==> src/rtl/fetch_pkg.sv <==
// -----------------------------------------------------------------------------
// fetch_pkg
// Shared types and constants for the instruction fetch controller.
//   fetch_state_t : controller FSM states (BOOT, RUN, END)
//   fetch_entry_t : 64-bit buffer payload {pc, word}
//   FIFO_DEPTH    : fetch buffer depth (2 entries)
//   WORD_BYTES    : instruction word size in bytes (4)
// -----------------------------------------------------------------------------
package fetch_pkg;

  localparam int unsigned XLEN       = 32;
  localparam int unsigned WORD_BYTES = 4;
  localparam int unsigned FIFO_DEPTH = 2;
  localparam int unsigned PTR_W      = 1;            // log2(FIFO_DEPTH)
  localparam int unsigned CNT_W      = 2;            // holds 0..FIFO_DEPTH
  localparam int unsigned OCC_W      = CNT_W + 1;    // count + inflight headroom

  typedef enum logic [1:0] {
    S_BOOT = 2'd0,
    S_RUN  = 2'd1,
    S_END  = 2'd2
  } fetch_state_t;

  typedef struct packed {
    logic [XLEN-1:0] pc;
    logic [XLEN-1:0] word;
  } fetch_entry_t;

  // True when addr sits on an instruction-word boundary.
  function automatic logic word_aligned(input logic [XLEN-1:0] addr);
    return (addr & XLEN'(WORD_BYTES - 1)) == '0;
  endfunction

endpackage

==> src/rtl/fetch_fifo.sv <==
// -----------------------------------------------------------------------------
// fetch_fifo
// Two-entry buffer between the fetch stage and decode. Push and pop may happen
// in the same cycle; flush empties the buffer and wins over push/pop.
// Ports:
//   clk_i, rst_i      : clock, asynchronous active-high reset
//   push_i, data_i    : write one {pc, word} entry
//   pop_i             : drop the head entry
//   flush_i           : discard all entries
//   head_o            : head entry (stable until popped)
//   count_o           : number of valid entries (0..2)
// -----------------------------------------------------------------------------
module fetch_fifo
  import fetch_pkg::*;
(
  input  logic             clk_i,
  input  logic             rst_i,
  input  logic             push_i,
  input  fetch_entry_t     data_i,
  input  logic             pop_i,
  input  logic             flush_i,
  output fetch_entry_t     head_o,
  output logic [CNT_W-1:0] count_o
);

  fetch_entry_t     mem_q [FIFO_DEPTH];
  fetch_entry_t     mem_d [FIFO_DEPTH];
  logic [PTR_W-1:0] rd_ptr_q, rd_ptr_d;
  logic [PTR_W-1:0] wr_ptr_q, wr_ptr_d;
  logic [CNT_W-1:0] count_q, count_d;
  logic             do_push;
  logic             do_pop;

  // Next-state for storage, pointers and occupancy.
  always_comb begin
    mem_d    = mem_q;
    rd_ptr_d = rd_ptr_q;
    wr_ptr_d = wr_ptr_q;
    count_d  = count_q;
    do_pop   = pop_i && (count_q != '0);
    // A full buffer still accepts a push when the head leaves the same cycle.
    do_push  = push_i && ((count_q != CNT_W'(FIFO_DEPTH)) || do_pop);

    if (flush_i) begin
      rd_ptr_d = '0;
      wr_ptr_d = '0;
      count_d  = '0;
    end else begin
      if (do_push) begin
        mem_d[wr_ptr_q] = data_i;
        wr_ptr_d        = wr_ptr_q + PTR_W'(1);
      end
      if (do_pop) begin
        rd_ptr_d = rd_ptr_q + PTR_W'(1);
      end
      count_d = count_q + CNT_W'(do_push) - CNT_W'(do_pop);
    end
  end

  // Storage and pointer registers.
  always_ff @(posedge clk_i or posedge rst_i) begin
    if (rst_i) begin
      for (int i = 0; i < FIFO_DEPTH; i++) begin
        mem_q[i] <= '0;
      end
      rd_ptr_q <= '0;
      wr_ptr_q <= '0;
      count_q  <= '0;
    end else begin
      mem_q    <= mem_d;
      rd_ptr_q <= rd_ptr_d;
      wr_ptr_q <= wr_ptr_d;
      count_q  <= count_d;
    end
  end

  assign head_o  = mem_q[rd_ptr_q];
  assign count_o = count_q;

endmodule

==> src/rtl/fetch_ctrl.sv <==
// -----------------------------------------------------------------------------
// fetch_ctrl
// Sequential instruction fetch from a one-cycle-latency instruction memory into
// a two-entry buffer feeding decode, with redirect (branch/jump) support.
// Build option:
//   FETCH_CTRL_MISALIGN_EN  defined   : a redirect whose target is not word
//                                       aligned is dropped and misalign pulses
//                                       high for one cycle.
//                           undefined : target low bits are forced to zero and
//                                       misalign is tied low.
// Parameters:
//   MEM_BYTES   : instruction memory size in bytes (multiple of 4)
//   RESET_PC    : first fetch address after reset
// Ports:
//   clk, reset            : clock, asynchronous active-high reset
//   mem_addr, mem_req     : fetch address / fetch issued this cycle
//   mem_rdata             : word for the address issued the previous cycle
//   instr, instr_pc       : buffered instruction and its byte address
//   instr_valid/ready     : decode handshake
//   redirect, redirect_pc : change-of-flow request and target
//   done                  : end of memory reached and buffer drained
//   misalign              : misaligned-redirect pulse
// -----------------------------------------------------------------------------
module fetch_ctrl
  import fetch_pkg::*;
#(
  parameter int unsigned MEM_BYTES = 80,
  parameter logic [31:0] RESET_PC  = 32'h0
) (
  input  logic        clk,
  input  logic        reset,
  output logic [31:0] mem_addr,
  output logic        mem_req,
  input  logic [31:0] mem_rdata,
  output logic [31:0] instr,
  output logic [31:0] instr_pc,
  output logic        instr_valid,
  input  logic        instr_ready,
  input  logic        redirect,
  input  logic [31:0] redirect_pc,
  output logic        done,
  output logic        misalign
);

  // Address of the last full word in memory.
  localparam logic [31:0] LAST_PC = 32'(MEM_BYTES - WORD_BYTES);

  fetch_state_t     state_q, state_d;
  logic [31:0]      pc_q, pc_d;
  logic             inflight_q, inflight_d;
  logic [31:0]      inflight_pc_q, inflight_pc_d;

  logic             redir_take;
  logic [31:0]      redir_tgt;
  logic             pop;
  logic [OCC_W-1:0] occupancy;

  fetch_entry_t     fifo_in;
  fetch_entry_t     fifo_head;
  logic [CNT_W-1:0] fifo_count;
  logic             fifo_push;

  // ---------------------------------------------------------------------------
  // Redirect qualification
  // ---------------------------------------------------------------------------
`ifdef FETCH_CTRL_MISALIGN_EN
  logic redir_bad;
  logic misalign_q;

  assign redir_bad  = redirect && !word_aligned(redirect_pc);
  assign redir_take = redirect && !redir_bad;
  assign redir_tgt  = redirect_pc;

  // One-cycle flag per dropped misaligned redirect.
  always_ff @(posedge clk or posedge reset) begin
    if (reset) begin
      misalign_q <= 1'b0;
    end else begin
      misalign_q <= redir_bad;
    end
  end

  assign misalign = misalign_q;
`else
  logic unused_redir_lo;

  assign redir_take      = redirect;
  assign redir_tgt       = {redirect_pc[31:2], 2'b00};
  assign unused_redir_lo = ^redirect_pc[1:0];
  assign misalign        = 1'b0;
`endif

  // ---------------------------------------------------------------------------
  // Next-state, fetch issue and pc update
  // ---------------------------------------------------------------------------
  always_comb begin
    state_d       = state_q;
    pc_d          = pc_q;
    inflight_d    = 1'b0;
    inflight_pc_d = inflight_pc_q;
    pop           = 1'b0;
    occupancy     = '0;
    mem_req       = 1'b0;

    // A handshake coinciding with a redirect is not taken.
    pop       = instr_valid && instr_ready && !redir_take;
    // Entries that will be held once the in-flight word lands; issuing only
    // while this is below the depth guarantees the push always fits.
    occupancy = OCC_W'(fifo_count) + OCC_W'(inflight_q) - OCC_W'(pop);
    mem_req   = (state_q == S_RUN) && (pc_q <= LAST_PC) &&
                (occupancy < OCC_W'(FIFO_DEPTH)) && !redir_take;

    if (mem_req) begin
      pc_d          = pc_q + 32'(WORD_BYTES);
      inflight_d    = 1'b1;
      inflight_pc_d = pc_q;
    end

    if (redir_take) begin
      pc_d    = redir_tgt;
      state_d = S_RUN;
    end else begin
      unique case (state_q)
        S_BOOT:  state_d = S_RUN;
        S_RUN:   if (pc_q > LAST_PC) state_d = S_END;
        S_END:   state_d = S_END;
        default: state_d = S_BOOT;
      endcase
    end
  end

  // State and fetch-tracking registers.
  always_ff @(posedge clk or posedge reset) begin
    if (reset) begin
      state_q       <= S_BOOT;
      pc_q          <= RESET_PC;
      inflight_q    <= 1'b0;
      inflight_pc_q <= '0;
    end else begin
      state_q       <= state_d;
      pc_q          <= pc_d;
      inflight_q    <= inflight_d;
      inflight_pc_q <= inflight_pc_d;
    end
  end

  // ---------------------------------------------------------------------------
  // Fetch buffer; a redirect drops the returning word and flushes the buffer
  // ---------------------------------------------------------------------------
  assign fifo_push = inflight_q && !redir_take;
  assign fifo_in   = '{pc: inflight_pc_q, word: mem_rdata};

  fetch_fifo u_fifo (
    .clk_i   (clk),
    .rst_i   (reset),
    .push_i  (fifo_push),
    .data_i  (fifo_in),
    .pop_i   (pop),
    .flush_i (redir_take),
    .head_o  (fifo_head),
    .count_o (fifo_count)
  );

  // ---------------------------------------------------------------------------
  // Outputs
  // ---------------------------------------------------------------------------
  assign mem_addr    = pc_q;
  assign instr       = fifo_head.word;
  assign instr_pc    = fifo_head.pc;
  assign instr_valid = (fifo_count != '0);
  assign done        = (state_q == S_END) && (fifo_count == '0) && !inflight_q;

endmodule

==> config.mk <==
export PLATFORM = sky130hd
export DESIGN_NAME = fetch_ctrl
export DESIGN_NICKNAME = d
export VERILOG_FILES = /design/src/rtl/fetch_pkg.sv /design/src/rtl/fetch_fifo.sv /design/src/rtl/fetch_ctrl.sv
export SDC_FILE = /design/constraint.sdc
export NUM_CORES = 1
export LEC_CHECK = 0
export CAP_MARGIN = 20
export CORE_ASPECT_RATIO = 1.4
export CORE_MARGIN = 3
export CORE_UTILIZATION = 25
export CTS_CLUSTER_DIAMETER = 80
export DETAILED_ROUTE_END_ITERATION = 10
export GPL_TIMING_DRIVEN = 1
export MAX_ROUTING_LAYER = met4
export SYNTH_ARGS = -nofsm -noshare
export SYNTH_HDL_FRONTEND = slang
export SYNTH_HIERARCHICAL = 1
export SYNTH_SLANG_ARGS = --single-unit
==> constraint.sdc <==
create_clock -name clk -period 13.6 [get_ports clk]
set_input_delay 3.4 -clock clk [delete_from_list [all_inputs] [get_ports clk]]
set_output_delay 3.4 -clock clk [all_outputs]
set_load 0.01 [all_outputs]
==> Word-level counts from Yosys, hierarchy flattened <==
Index checks and enable logic that the tools add are counted.
{ "word_totals": {"regBits": 199, "in_bits": 68, "output_inout_bits": 100, "wordCells": 69} }
{ "classes": {"n_addsub": 7, "magnitude_cmp": 6, "eq_ne": 4, "n_mux": 17, "n_bitwise": 3, "n_reduce_logical": 21} }
{ "op_table": {"columns": ["operator", "count"], "rows": [
  ["$mux 64", 4],
  ["$bwmux 128", 1],
  ["$demux 64 s1", 1],
  ["$mux 32", 2],
  ["$add 32x3->32 const B", 1],
  ["$gt 32x7->1 const B", 1],
  ["$le 32x7->1 const B", 1],
  ["$logic_and 1x1->1", 11],
  ["$reduce_bool 2->1", 4],
  ["$mux 2", 3],
  ["$pmux 2 s3", 1],
  ["$mux 1", 5],
  ["$ge 2x2->1 const B", 2],
  ["$logic_not 2->1", 2],
  ["$not 1->2", 2],
  ["$add 2x1->3", 1],
  ["$lt 3x2->1 const B", 1],
  ["$ne 3x2->1 const B", 1],
  ["$sub 3x1->3", 1],
  ["$add 1x1->1 const B", 2],
  ["$add 2x1->2", 1],
  ["$eq 2x1->1 const B", 1],
  ["$eq 2x2->1 const B", 1],
  ["$logic_not 1->1", 2],
  ["6 further kinds", 6]
]} }

==> Logic depth before layout (Yosys ltp) <==
{ "logic_depth": {"word_depth": 9, "ltp_mapped": 13, "ltp_nobuf": 10} }

==> Cells and area by module <==
The synthesis kept the hierarchy.
{ "modules_own_cells": {"columns": ["mod", "instances", "cells_each", "area_each_um2", "seq_area_each_um2"], "rows": [
  ["fetch_fifo", 1, 364, 5973.2, 3303.2],
  ["fetch_ctrl", 1, 190, 2607.5, 1576.5]
]} }

==> Worst setup path after synthesis <==
No wires, ideal clock.
{ "synth_timing": {"path_kind": "input -> output", "start": "input port redirect", "end": "output port mem_req", "t_arrival_ns": 6.054, "t_required_ns": 10.200, "path_slack_ns": 4.146, "stages": 11, "path_buffers": 3, "path_cell_list": "clkbuf_1 > clkbuf_1 > clkbuf_1 > and3b_1 > ha_1 > nand2b_1 > fa_1 > xnor2_1 > nand2_1 > nor4_2 > nor2b_1"} }
{ "synth_between": {"elab_chain_cells": 6} }
{ "synth_lines": {"columns": ["item", "line", "source"], "rows": [
  ["start, declared", "fetch_ctrl.sv:39", "input logic redirect,"],
  ["$logic_not 1->1", "fetch_ctrl.sv:106", "pop = instr_valid && instr_ready && !redir_take;"],
  ["$logic_and 1x1->1", "fetch_ctrl.sv:106", null],
  ["net pop", "fetch_ctrl.sv:55", "logic pop;"],
  ["$sub 3x1->3", "fetch_ctrl.sv:109", "occupancy = OCC_W'(fifo_count) + OCC_W'(inflight_q) - OCC_W'(pop);"],
  ["$lt 3x2->1", "fetch_ctrl.sv:111", "(occupancy < OCC_W'(FIFO_DEPTH)) && !redir_take;"],
  ["$logic_and 1x1->1", "fetch_ctrl.sv:110", "mem_req = (state_q == S_RUN) && (pc_q <= LAST_PC) &&"],
  ["$logic_and 1x1->1", "fetch_ctrl.sv:111", null],
  ["end, declared", "fetch_ctrl.sv:33", "output logic mem_req,"]
]} }
The timed path passes the listed nets, and every way through them passes these cells.

==> Final worst setup path <==
Ends and elaborated chain as after synthesis.

==> flow_summary.yaml <==
synthesis:
  yosys.area.top_type_share: 0.569
  synth_simple_gate_area_frac: 0.0532
  synth_compound_area_frac: 0.0101
  synthTopCellsByArea: "dfrtp_1 (57%), mux2_2 (20%), mux2_4 (10%), nor2b_1 (2.3%), mux2_1 (1.2%)"
  syn_area_per_cell_sq_um: 15.5
  synth_area_leader_cell: "dfrtp_1"
  syn_area_sq_um: 8580
  synth_mux_area_frac: 0.320
  synth_xor_area_frac: 0.00510
  synth_cells: 554
  synth_top_family_by_area: "multiplexers"
  synthDistinctLibCells: 39
  synth_edf_count: 0
  synth-seq-area-share: 0.569
  synth_seq_cells: 195
  synth_fa_ha_area_frac: 0.0140
  ys_warn_count: 6
  async_flop_share: 1.00
  ys.flop_type: "dfrtp_1"
clock_tree:
  cts_tree: "done"
  clk_latency_ns: 0.45
  holdBufCountCts: 0
  post_cts_buffers: 0
  clock_path_buffers: 2
  cts.repair.resized: 0
  h-tree-depth: 4
  clk_pin_slew_worst_paths_ns: 0.07
  cts.sinks: 195
  cts_buffers: 17
  cts-root-buf: "clkbuf_16"
run_status:
  status: "finished, final reports clean"
routing:
  num_vias: 4953
  drtPass1Iterations: 4
  wl_per_cell_microns: 16.1
  via_per_inst: 4.23
  drtIter0Drc: 273
  totalWireLength_microns: 18900
  ant_nets: 0
  drc: 0
final_layout:
  syn_to_final_growth_pct: 31.3
  utilization: 0.336
  antenna_cells: 0
  drive_gt1_frac: 0.360
  nets: 792
grt:
  grt_max_degree: 74
  grt_pass1_vias: 5498
  antenna_found_initial: 0
  grt_pass1_wl_microns: 30500
  track_usage: 0.111
  grt-ovfl-total: 0
placed_design:
  dp_hpwl_microns: 11600
  port_buffers: 162
  place.gp.congestion: 0.704
floorplanning:
  core_sq_um: 33500
  rows: 79
  io_pins: 168
  die_h_microns: 225
  dieArea_sq_um: 36600
  start_util: 0.256
  die_w_microns: 163
worst_setup_path:
  crit_family: "simple AND/OR/NAND/NOR gates"
  path_cells: "buf_2 -> buf_4 -> and3b_1 -> ha_1 -> nand2b_1 -> fa_1 -> xnor2_1 -> nand2_1 -> nor4_2 -> nor2b_1 -> clkdlybuf4s50_1"
  cp.arrival_ns: 6.49
  crit_type: "input port to output port"
  critPathLaunchType: "input port"
  worst-path-max-fanout: 49
  cp-startpoint: "redirect"
  r2r-end: "inflight_pc_q[5]"
  ff2ff_path_depth: 11
  worst-path-buf-inv: 3
  crit_slowest_cell: "clkdlybuf4s50_1"
  cp.required_ns: 10.20
  timing.reg2reg.setup_slack_ns: 10.18
  crit_path_max_incr_delay_ns: 0.58
  end_kind: "output port"
  rr_startpoint: "u_fifo/count_o[1]"
timing:
  worst_slew_pin_slew_ns: 1.04
  final.setup.tns_ns: 0
  finalHoldViolations: 0
  finalSetupViolations: 0
  rsz0062_at_grt: "false"
  fin_crit_sh: 0.728
  min_period_ns: 9.89
  final_max_slew_viol_count: 0
  relSlewSlack: 0.304
  skew_ns: 0.0136
  fmax_mhz: 101
worst_hold_path:
  hold_class: "flop to flop"
  whs_path_depth: 1
  min_from: "u_fifo/mem_q[22]"
  whs_endpoint: "u_fifo/mem_q[22]"
job:
  max_cap_violations: 0
power:
  ir_drop_mv: 0.0818
  leakagePower_nw: 5.20
  p_per_area_nw_per_um2: 110
-- synth_stat cells (all sizes together), types with 3 or more instances --
library cell / number
buf: 20
clkbuf: 12
dfrtp: 195
ha: 8
inv: 8
mux2: 222
nand2: 6
nand3: 3
nor2: 7
nor2b: 32
nor3b: 3
nor4: 7
xnor2: 4
-- worst max path at each step --
stage                         end  slack [ns]  cells past startpoint
final                     mem_req        3.71                     11
after global routing      mem_req        3.45                     11
after CTS                 mem_req        3.65                     11
after detailed placement  mem_req        3.66                     11
after global placement    mem_req        3.67                     11
after floorplan           mem_req        4.15                     11
-- routing by layer --
layer / global-route usage / up-vias / wire, microns
met2: 0.181 / 129 / 9390
met5: - / - / 0
met3: 0.0346 / 14 / 885
met4: 0.0336 / 0 / 254
met1: 0.132 / 2545 / 8340
li1: - / 2265 / -
-- flip-flops by register name, summed over array words and instances (netlist names) --
signal           flops
u_fifo/wr_ptr_q      1
u_fifo/rd_ptr_q      1
state_q              2
inflight_q           1
u_fifo/count_o       2
inflight_pc_q       30
u_fifo/mem_q       128
mem_addr            30
-- per-stage QoR --
stage / instances / setup slack (ns) / hold WS [ns] / power (mW) / cell area [sq um]
after detailed placement: 1141 / 3.66 / 0.473 / 0.704 / 10600
after floorplan: 560 / 4.15 / 0.452 / 0.651 / 8600
after CTS: 1172 / 3.65 / 0.489 / 1.26 / 11300
after global routing: 1172 / 3.45 / 0.511 / 1.29 / 11300
after global placement: 1141 / 3.67 / 0.462 / 0.704 / 10600
final: 1172 / 3.71 / 0.484 / 1.24 / 11300
-- kinds of logic after synthesis --
group,Yosys count
compound gates,11
xor+xnor,5
fa+ha+maj,9
buf+inv,40
flops,195
mux,224
other cells,1
simple gates,69
-- cell type report --
class,count,area (sq um)
clock buffers,20,457
clock inverters,11,178
fillers,3287,22200
inverters,8,35.0
multi-input cells,325,3490
flip-flops and latches,195,4880
well taps,445,557
repair buffers,168,1660
-- cell usage in the layout (no fill, tap or decap), drive strengths merged, types with 3 or more instances in the layout --
master	netlist	layout
mux2	222	222
dfrtp	195	195
clkdlybuf4s50	0	161
nor2b	32	32
clkbuf	12	20
inv	8	9
ha	8	8
nor2	7	7
conb	1	7
buf	20	7
nor4	7	7
nand2	6	6
clkinv	0	6
xnor2	4	4
bufinv	0	4
nor3b	3	3
nand3	3	3
-- power by group --
group | total, mW | internal (mW) | switching [mW]
sequential | 0.604 | 0.593 | 0.0118
combinational | 0.0872 | 0.0508 | 0.0364
clock | 0.546 | 0.319 | 0.227
Note: power is estimated with default switching activity, not from simulation.
